==> src/rtl/reg_wb_pkg.sv <==
// Shared widths and the queued writeback entry type for the register writeback queue.
package reg_wb_pkg;
  localparam int REG_ID_W = 4;
  localparam int DATA_W   = 16;
  localparam int NUM_REGS = 16;

  typedef struct packed {
    logic [REG_ID_W-1:0] rid;
    logic [DATA_W-1:0]   data;
  } wb_entry_t;
endpackage

==> src/rtl/wb_match.sv <==
// Youngest-match search over the live FIFO entries for one register read port.
module wb_match
  import reg_wb_pkg::*;
#(
  parameter int DEPTH = 4,
  parameter int PTR_W = $clog2(DEPTH),
  parameter int CNT_W = $clog2(DEPTH + 1)
) (
  input  wb_entry_t [DEPTH-1:0] entries,
  input  logic [PTR_W-1:0]      head,
  input  logic [CNT_W-1:0]      count,
  input  logic [REG_ID_W-1:0]   lookup_reg,
  output logic                  hit,
  output logic [DATA_W-1:0]     data
);
  logic [PTR_W-1:0] idx;

  // Walk oldest to youngest so the last match seen is the youngest one.
  always_comb begin
    hit  = 1'b0;
    data = '0;
    idx  = '0;
    for (int k = 0; k < DEPTH; k++) begin
      idx = head + PTR_W'(k);
      if (CNT_W'(k) < count && entries[idx].rid == lookup_reg) begin
        hit  = 1'b1;
        data = entries[idx].data;
      end
    end
  end
endmodule

==> src/rtl/reg_writeback_queue.sv <==
// Circular FIFO buffering register-file writebacks while the write port is busy.
// Define WB_QUEUE_BYPASS_EN to add two forwarding lookup ports (youngest match).
module reg_writeback_queue
  import reg_wb_pkg::*;
#(
  parameter int DEPTH = 4
) (
  input  logic                clk,
  input  logic                rst,
  input  logic                wb_valid,
  input  logic [REG_ID_W-1:0] wb_reg,
  input  logic [DATA_W-1:0]   wb_data,
  output logic                wb_ready,
  input  logic                rf_stall,
  output logic                WriteReg,
  output logic [REG_ID_W-1:0] DstReg,
  output logic [DATA_W-1:0]   DstData,
  output logic [NUM_REGS-1:0] pending
`ifdef WB_QUEUE_BYPASS_EN
  ,
  input  logic [REG_ID_W-1:0] lookup1_reg,
  input  logic [REG_ID_W-1:0] lookup2_reg,
  output logic                lookup1_hit,
  output logic                lookup2_hit,
  output logic [DATA_W-1:0]   lookup1_data,
  output logic [DATA_W-1:0]   lookup2_data
`endif
);
  localparam int PTR_W = $clog2(DEPTH);
  localparam int CNT_W = $clog2(DEPTH + 1);

  wb_entry_t [DEPTH-1:0] mem_q, mem_d;
  logic [PTR_W-1:0]      head_q, head_d, tail_q, tail_d;
  logic [CNT_W-1:0]      count_q, count_d;
  logic [DEPTH-1:0]      live;
  logic                  push, pop;

  assign wb_ready = (count_q < CNT_W'(DEPTH)) && !rst;
  assign WriteReg = (count_q != '0) && !rf_stall && !rst;
  assign push     = wb_valid && wb_ready;
  assign pop      = WriteReg;
  assign DstReg   = (count_q != '0) ? mem_q[head_q].rid  : '0;
  assign DstData  = (count_q != '0) ? mem_q[head_q].data : '0;

  // A slot is live when its distance from head is below the occupancy.
  for (genvar i = 0; i < DEPTH; i++) begin : g_live
    logic [PTR_W-1:0] age;
    assign age     = PTR_W'(i) - head_q;
    assign live[i] = CNT_W'(age) < count_q;
  end

  always_comb begin
    pending = '0;
    for (int i = 0; i < DEPTH; i++)
      if (live[i]) pending[mem_q[i].rid] = 1'b1;
  end

  always_comb begin
    mem_d   = mem_q;
    head_d  = head_q;
    tail_d  = tail_q;
    count_d = count_q;
    if (push) begin
      mem_d[tail_q] = '{rid: wb_reg, data: wb_data};
      tail_d        = tail_q + 1'b1;
    end
    if (pop) head_d = head_q + 1'b1;
    case ({push, pop})
      2'b10:   count_d = count_q + 1'b1;
      2'b01:   count_d = count_q - 1'b1;
      default: count_d = count_q;
    endcase
  end

  always_ff @(posedge clk) begin
    if (rst) begin
      mem_q   <= '0;
      head_q  <= '0;
      tail_q  <= '0;
      count_q <= '0;
    end else begin
      mem_q   <= mem_d;
      head_q  <= head_d;
      tail_q  <= tail_d;
      count_q <= count_d;
    end
  end

`ifdef WB_QUEUE_BYPASS_EN
  wb_match #(.DEPTH(DEPTH)) u_match1 (
    .entries(mem_q), .head(head_q), .count(count_q),
    .lookup_reg(lookup1_reg), .hit(lookup1_hit), .data(lookup1_data)
  );
  wb_match #(.DEPTH(DEPTH)) u_match2 (
    .entries(mem_q), .head(head_q), .count(count_q),
    .lookup_reg(lookup2_reg), .hit(lookup2_hit), .data(lookup2_data)
  );
`endif
endmodule

==> config.mk <==
export PLATFORM = sky130hd
export DESIGN_NAME = reg_writeback_queue
export DESIGN_NICKNAME = d
export VERILOG_FILES = /design/src/rtl/reg_wb_pkg.sv /design/src/rtl/wb_match.sv /design/src/rtl/reg_writeback_queue.sv
export SDC_FILE = /design/constraint.sdc
export NUM_CORES = 1
export LEC_CHECK = 0
export BUFFER_PORTS_ARGS = -buffer_cell sky130_fd_sc_hd__buf_2
export CAP_MARGIN = 20
export CELL_PAD_IN_SITES_DETAIL_PLACEMENT = 1
export CELL_PAD_IN_SITES_GLOBAL_PLACEMENT = 1
export CORE_MARGIN = 3
export CORE_UTILIZATION = 44
export CTS_BUF_LIST = sky130_fd_sc_hd__clkbuf_8
export DETAILED_ROUTE_END_ITERATION = 10
export PLACE_DENSITY_LB_ADDON = 0.05
export SETUP_SLACK_MARGIN = 0.05
export SYNTH_ARGS = -nofsm -noshare
export SYNTH_HDL_FRONTEND = slang
export SYNTH_SLANG_ARGS = --single-unit
==> constraint.sdc <==
create_clock -name clk -period 2.9 [get_ports clk]
set_input_delay 0.435 -clock clk [delete_from_list [all_inputs] [get_ports clk]]
set_output_delay 0.435 -clock clk [all_outputs]
set_load 0.1 [all_outputs]
# --- Word level (Yosys, flattened, before mapping) ---
# Index checks and enable logic that the tools add are counted.
totals:
  register_bits: 87
  output_inout_bits: 38
  word_cells: 73
  in_bits: 24
classes:
  n_bitwise: 3
  addsub: 8
  n_reduce_logical: 13
  eq_ne: 2
  muxes: 20
  magnitude_cmp: 16
op_table:
  columns: ["op", "count"]
  rows:
  - ["bitwise mux 80 bit", 1]
  - ["two-way mux 16 bit", 5]
  - ["bitwise OR 16 bit", 3]
  - ["binary-select mux 20 bit (select 2 bit)", 1]
  - ["demux 20 bit (select 2 bit)", 1]
  - ["two-way mux 20 bit", 2]
  - ["less-than comparator 4 x 5 -> 1 bit (second input constant)", 4]
  - ["demux 1 bit (select 4 bit)", 4]
  - [">= comparator 4 x 1 -> 1 bit (second input constant)", 4]
  - ["less-than comparator 2 x 3 -> 1 bit", 4]
  - ["logical AND 1 bit", 9]
  - ["less-than comparator 2 x 3 -> 1 bit (second input constant)", 2]
  - ["one-hot mux 3 bit (2 select lines)", 1]
  - ["adder 2 x 1 -> 2 bit (second input constant)", 2]
  - ["two-way mux 1 bit", 4]
  - ["two-way mux 4 bit", 1]
  - ["subtractor 1 x 2 -> 2 bit (first input constant)", 2]
  - ["subtractor 2 bit (first input constant)", 2]
  - ["adder 3 x 1 -> 3 bit (second input constant)", 1]
  - ["less-than comparator 3 bit (second input constant)", 1]
  - ["nonzero test 3 bit", 1]
  - ["subtractor 3 x 1 -> 3 bit (second input constant)", 1]
  - ["equality test 2 x 1 -> 1 bit (second input constant)", 1]
  - ["equality test 2 bit (second input constant)", 1]
  - ["3 further kinds", 4]

# --- Depth between registers and ports, before layout ---
depth:
  ltp_word: 11
  mapped_depth: 11
  mapped_depth_nobuf: 8

# --- Least setup slack after synthesis ---
# OpenSTA, ideal clock, no wires.
synth_timing:
  kind: "input-to-reg"
  from: "input port rst"
  to: "register count_q[2]"
  arrival_ns: 4.410
  n_path_buf: 2
  cell_stages: 9
  required_time_ns: 2.830
  setup_slack_ns: -1.580
  path_cell_list: "clkbuf_1 > clkbuf_1 > nor3_1 > ha_1 > inv_1 > fa_1 > xor2_1 > or3_1 > a21oi_1"
synth_between:
  elab_cells_between_ends: 8
  cone_classes: "2 x eq/ne; 1 x mux; 5 x reduce/logical"
synth_lines:
  columns: ["element", "line", "rtl"]
  rows:
  - ["start: declaration", "reg_writeback_queue.sv:9", "input logic rst,"]
  - ["logical NOT 1 bit (*)", "reg_writeback_queue.sv:39", "assign WriteReg = (count_q != '0) && !rf_stall && !rst;"]
  - ["logical AND 1 bit (*)", "reg_writeback_queue.sv:39", null]
  - ["named net WriteReg", "reg_writeback_queue.sv:15", "output logic WriteReg,"]
  - ["equality test 2 x 1 -> 1 bit / equality test 2 bit (equally long branches)", "reg_writeback_queue.sv:68", "case ({push, pop})"]
  - ["one-hot mux 3 bit (2 select lines) / nonzero test 2 bit (equally long branches)", null, null]
  - ["end signal: assignment", "reg_writeback_queue.sv:85", "count_q <= count_d;"]
  - ["end: declaration", "reg_writeback_queue.sv:34", "logic [CNT_W-1:0] count_q, count_d;"]
# The timed path passes the listed nets; every way through them passes the cells marked *.
# A chain may end at the register's enable or synchronous reset.

# --- Worst setup path after layout ---
layout_timing:
  from: "register head_q[1]"
  to: "output port pending[3]"
layout_between:
  elab_chain_len: 9
  elab_cells_between_ends: 15
  cone_classes: "4 x add/sub; 4 x order compare; 4 x mux; 3 x bitwise"
layout_rtl:
  columns: ["element", "line", "rtl"]
  rows:
  - ["start: declaration", "reg_writeback_queue.sv:33", "logic [PTR_W-1:0] head_q, head_d, tail_q, tail_d;"]
  - ["start signal: assignment", "reg_writeback_queue.sv:78", "head_q <= '0;"]
  - ["start signal: assignment", "reg_writeback_queue.sv:83", "head_q <= head_d;"]
  - ["subtractor 1 x 2 -> 2 bit", "reg_writeback_queue.sv:48", "assign age = PTR_W'(i) - head_q;"]
  - ["less-than comparator 2 x 3 -> 1 bit", "reg_writeback_queue.sv:49", "assign live[i] = CNT_W'(age) < count_q;"]
  - ["two-way mux 16 bit", "reg_writeback_queue.sv:55", "if (live[i]) pending[mem_q[i].rid] = 1'b1;"]
  - ["bitwise OR 16 bit (no line)", null, null]
  - ["two-way mux 16 bit", "reg_writeback_queue.sv:55", null]
  - ["bitwise OR 16 bit (no line)", null, null]
  - ["two-way mux 16 bit", "reg_writeback_queue.sv:55", null]
  - ["bitwise OR 16 bit (no line)", null, null]
  - ["two-way mux 16 bit (*)", "reg_writeback_queue.sv:55", null]
  - ["end: declaration", "reg_writeback_queue.sv:18", "output logic [NUM_REGS-1:0] pending"]
# Every way passes the cells marked *; elsewhere a longest branch is shown, timed or not.

==> flow_summary.json <==
{
  "drtAntennaViolNets": 0,
  "avgSynthCellArea_sq_um": 7.99,
  "synthCells": 584,
  "drv_cap": 0,
  "pwr_density_cell_mw_per_mm2": 529,
  "drive_gt1_share_pct": 25.4,
  "hold_ws_ps": 323,
  "p_switching_uw": 1070,
  "die_h_microns": 109,
  "setup_slack_ps": -4.81,
  "switching_share_pct": 34.8,
  "hpwl_mm": 10.7,
  "num_vias": 4485,
  "seqPwrFrac_pct": 41.5,
  "violations": "setup timing",
  "fp.coreArea_sq_mm": 0.0100,
  "totalWireLength_mm": 15.5,
  "clkPwrFrac_pct": 31.7,
  "synth_edf_count": 0,
  "core.rowCount": 36,
  "slew_violations": 0,
  "clk_pin_slew_ps": 100,
  "synth_area_sq_mm": 0.00467,
  "cts_buffer_depth": 2,
  "cts_tree": "done",
  "final_common_cell": "nand2_1",
  "cp_slowest_stage_delay_ps": 470,
  "synth.distinct_cells": 48,
  "crit_fanout": 4,
  "fmax_mhz": 344,
  "crit_type": "reg2out",
  "max-slew-margin-rel_pct": 40.2,
  "dr.pass1.iters": 4,
  "critPathSlowestCell": "a2111o_1",
  "area_growth_pct": 24.9,
  "p_int_uw": 2010,
  "hold_violations": 0,
  "grt_max_degree": 74,
  "drtIter0Drc": 186,
  "final.min_clock_period_ps": 2900,
  "grt_pass1_wl_mm": 24.2,
  "synth_seq_cells": 87,
  "die_w_microns": 109,
  "viasPerCell": 5.81,
  "required_ps": 2470,
  "avgRoutedWirePerCell_microns": 20.1,
  "synth_nets": 618,
  "numCtsBuffers": 9,
  "hp-class": "in2reg",
  "port-buffer-count": 61,
  "async_reset_ff_share_pct": 0,
  "grt_pass1_vias": 4670,
  "nets": 668,
  "antenna_found_initial": 0,
  "clock_latency_ps": 370,
  "drcViolationCount": 0,
  "seq_area_frac_synth_pct": 37.3,
  "postCtsHoldBufs": 0,
  "ys.flop_type": "dfxtp_1",
  "start_util_pct": 46.5,
  "skew_ps": 11.0,
  "setup_violations": 1,
  "crit_chain": "inv_2, ha_4, nor2b_4, a2111o_1, o32a_1, o211ai_1, clkbuf_16",
  "nFillCells": 1215,
  "numClockSinks": 87,
  "worst_pin_slew_ps": 895,
  "setup.worst_path.start_class": "register",
  "arrival_ps": 2470,
  "ys_warn_count": 0,
  "diodes": 0,
  "pin_count": 62,
  "ir_worst_vdd_v": 0.000347,
  "post-route-period-util_pct": 100,
  "overflow": 0,
  "status": "finished, violations left",
  "end_kind": "primary output",
  "p_comb_share_pct": 26.8,
  "layout_common_cells": "nand2_1 (174), a21oi_1 (84), dfxtp_1 (83)",
  "grt_usage_pct": 26.5,
  "p_leak_uw": 0.00209,
  "root_buffer": "clkbuf_8",
  "h-tree-depth": 3,
  "utilization_pct": 58.0,
  "gp_congestion": 0.885,
  "rsz0062_at_grt": "true",
  "die_area_sq_mm": 0.0119
}
[power by group through the flow]
stage | Sequential, uW | Combinational (uW) | Clock [uW]
after floorplan | 1280 | 532 | 0
after global placement | 1300 | 706 | 0
after detailed placement | 1300 | 725 | 0
after CTS | 1270 | 752 | 989
after global routing | 1280 | 874 | 1050
final | 1280 | 826 | 977
[per-layer routing]
metal  up-vias  GRT usage, %  wire length, microns  part of all wire [%]
met5         -             0                     0                     0
met4         0          9.11                   334                   2.2
met3        28          3.79                   597                   3.9
met2       118          47.0                  8150                    53
met1      2236          32.9                  6400                    41
li1       2103             -                     -                     -
[flip-flops by register name, indices dropped and copies added, names as in the netlist]
name,count
head_q,2
tail_q,2
count_q,3
mem_q,80
[cell families after synthesis]
group	Yosys count	synth area share, %
and+or+nand+nor	271	26.1
AOI/OAI and AO/OA	130	17.4
DFF	87	37.3
buffers and inverters	61	5.82
muxes	20	9.65
adders and majority gates	10	2.84
xor gates and xnor gates	5	0.939
[worst paths after layout]
path / cells past startpoint / to / start / slack [ps]
max: 7 / pending[3] / head_q[1]$_SDFFE_PP0P_ / -5
max reg2reg: 9 / count_q[2]$_SDFFE_PP0P_ / count_q[2]$_SDFFE_PP0P_ / 470
min: 3 / mem_q[70]$_SDFFE_PP0P_ / wb_data[10] / 320
min reg2reg: 2 / mem_q[66]$_SDFFE_PP0P_ / mem_q[66]$_SDFFE_PP0P_ / 460
[per-stage QoR]
stage / cells / cell area, sq um / setup WS [ps] / power, uW / TNS, ps
2_1_floorplan: 584 / 4760 / -333 / 1810 / -1100
3_3_place_gp: 751 / 5360 / 254 / 2000 / 0
3_5_place_dp: 751 / 5360 / 180 / 2020 / 0
4_1_cts: 768 / 5640 / 50.8 / 3010 / 0
5_1_grt: 772 / 5830 / -81.5 / 3210 / -335
6_report: 772 / 5830 / -4.81 / 3080 / -4.81
[cell type report]
| class | count | area (sq um) | area share (%) |
|---|---|---|---|
| multi-input combinational | 436 | 2900 | 49.7 |
| clock buffer | 9 | 124 | 2.13 |
| clock inverter | 7 | 100 | 1.72 |
| tap | 133 | 166 | 2.86 |
| sequential | 87 | 1750 | 30.1 |
| timing repair buffer | 84 | 719 | 12.3 |
| inverter | 16 | 65.1 | 1.12 |
[cells in the mapped netlist, drive strengths merged (4+ instances only)]
cell type | number | share of area [%]
nand2 | 175 | 14
dfxtp | 87 | 37
a21oi | 84 | 9.0
nor2b | 34 | 4.6
clkbuf | 23 | 1.8
buf | 22 | 2.7
mux4 | 20 | 9.7
nand3 | 18 | 1.9
inv | 16 | 1.3
nor2 | 13 | 1.0
ha | 9 | 2.4
a22oi | 8 | 1.3
nand2b | 8 | 1.1
a2111oi | 7 | 1.7
and2 | 5 | 0.67
o2111ai | 5 | 0.94
a211o | 4 | 0.75
nor3 | 4 | 0.54
o211ai | 4 | 0.64
o22ai | 4 | 0.54
[critical path: cells and delay by family, from the launching register on]
kind | cells | cell delay (ps)
compound gates | 3 | 980
flops | 1 | 400
buf+inv | 2 | 340
fa+ha+maj | 1 | 230
simple gates | 1 | 140
[what timing repair did]
item | CTS | global route
pin swaps | 3 | 14
resized for setup | 9 | 33
setup endpoints to repair | 16 | 15
buffers inserted | 1 | 4
No activity file was read; power rests on OpenSTA's default activity.
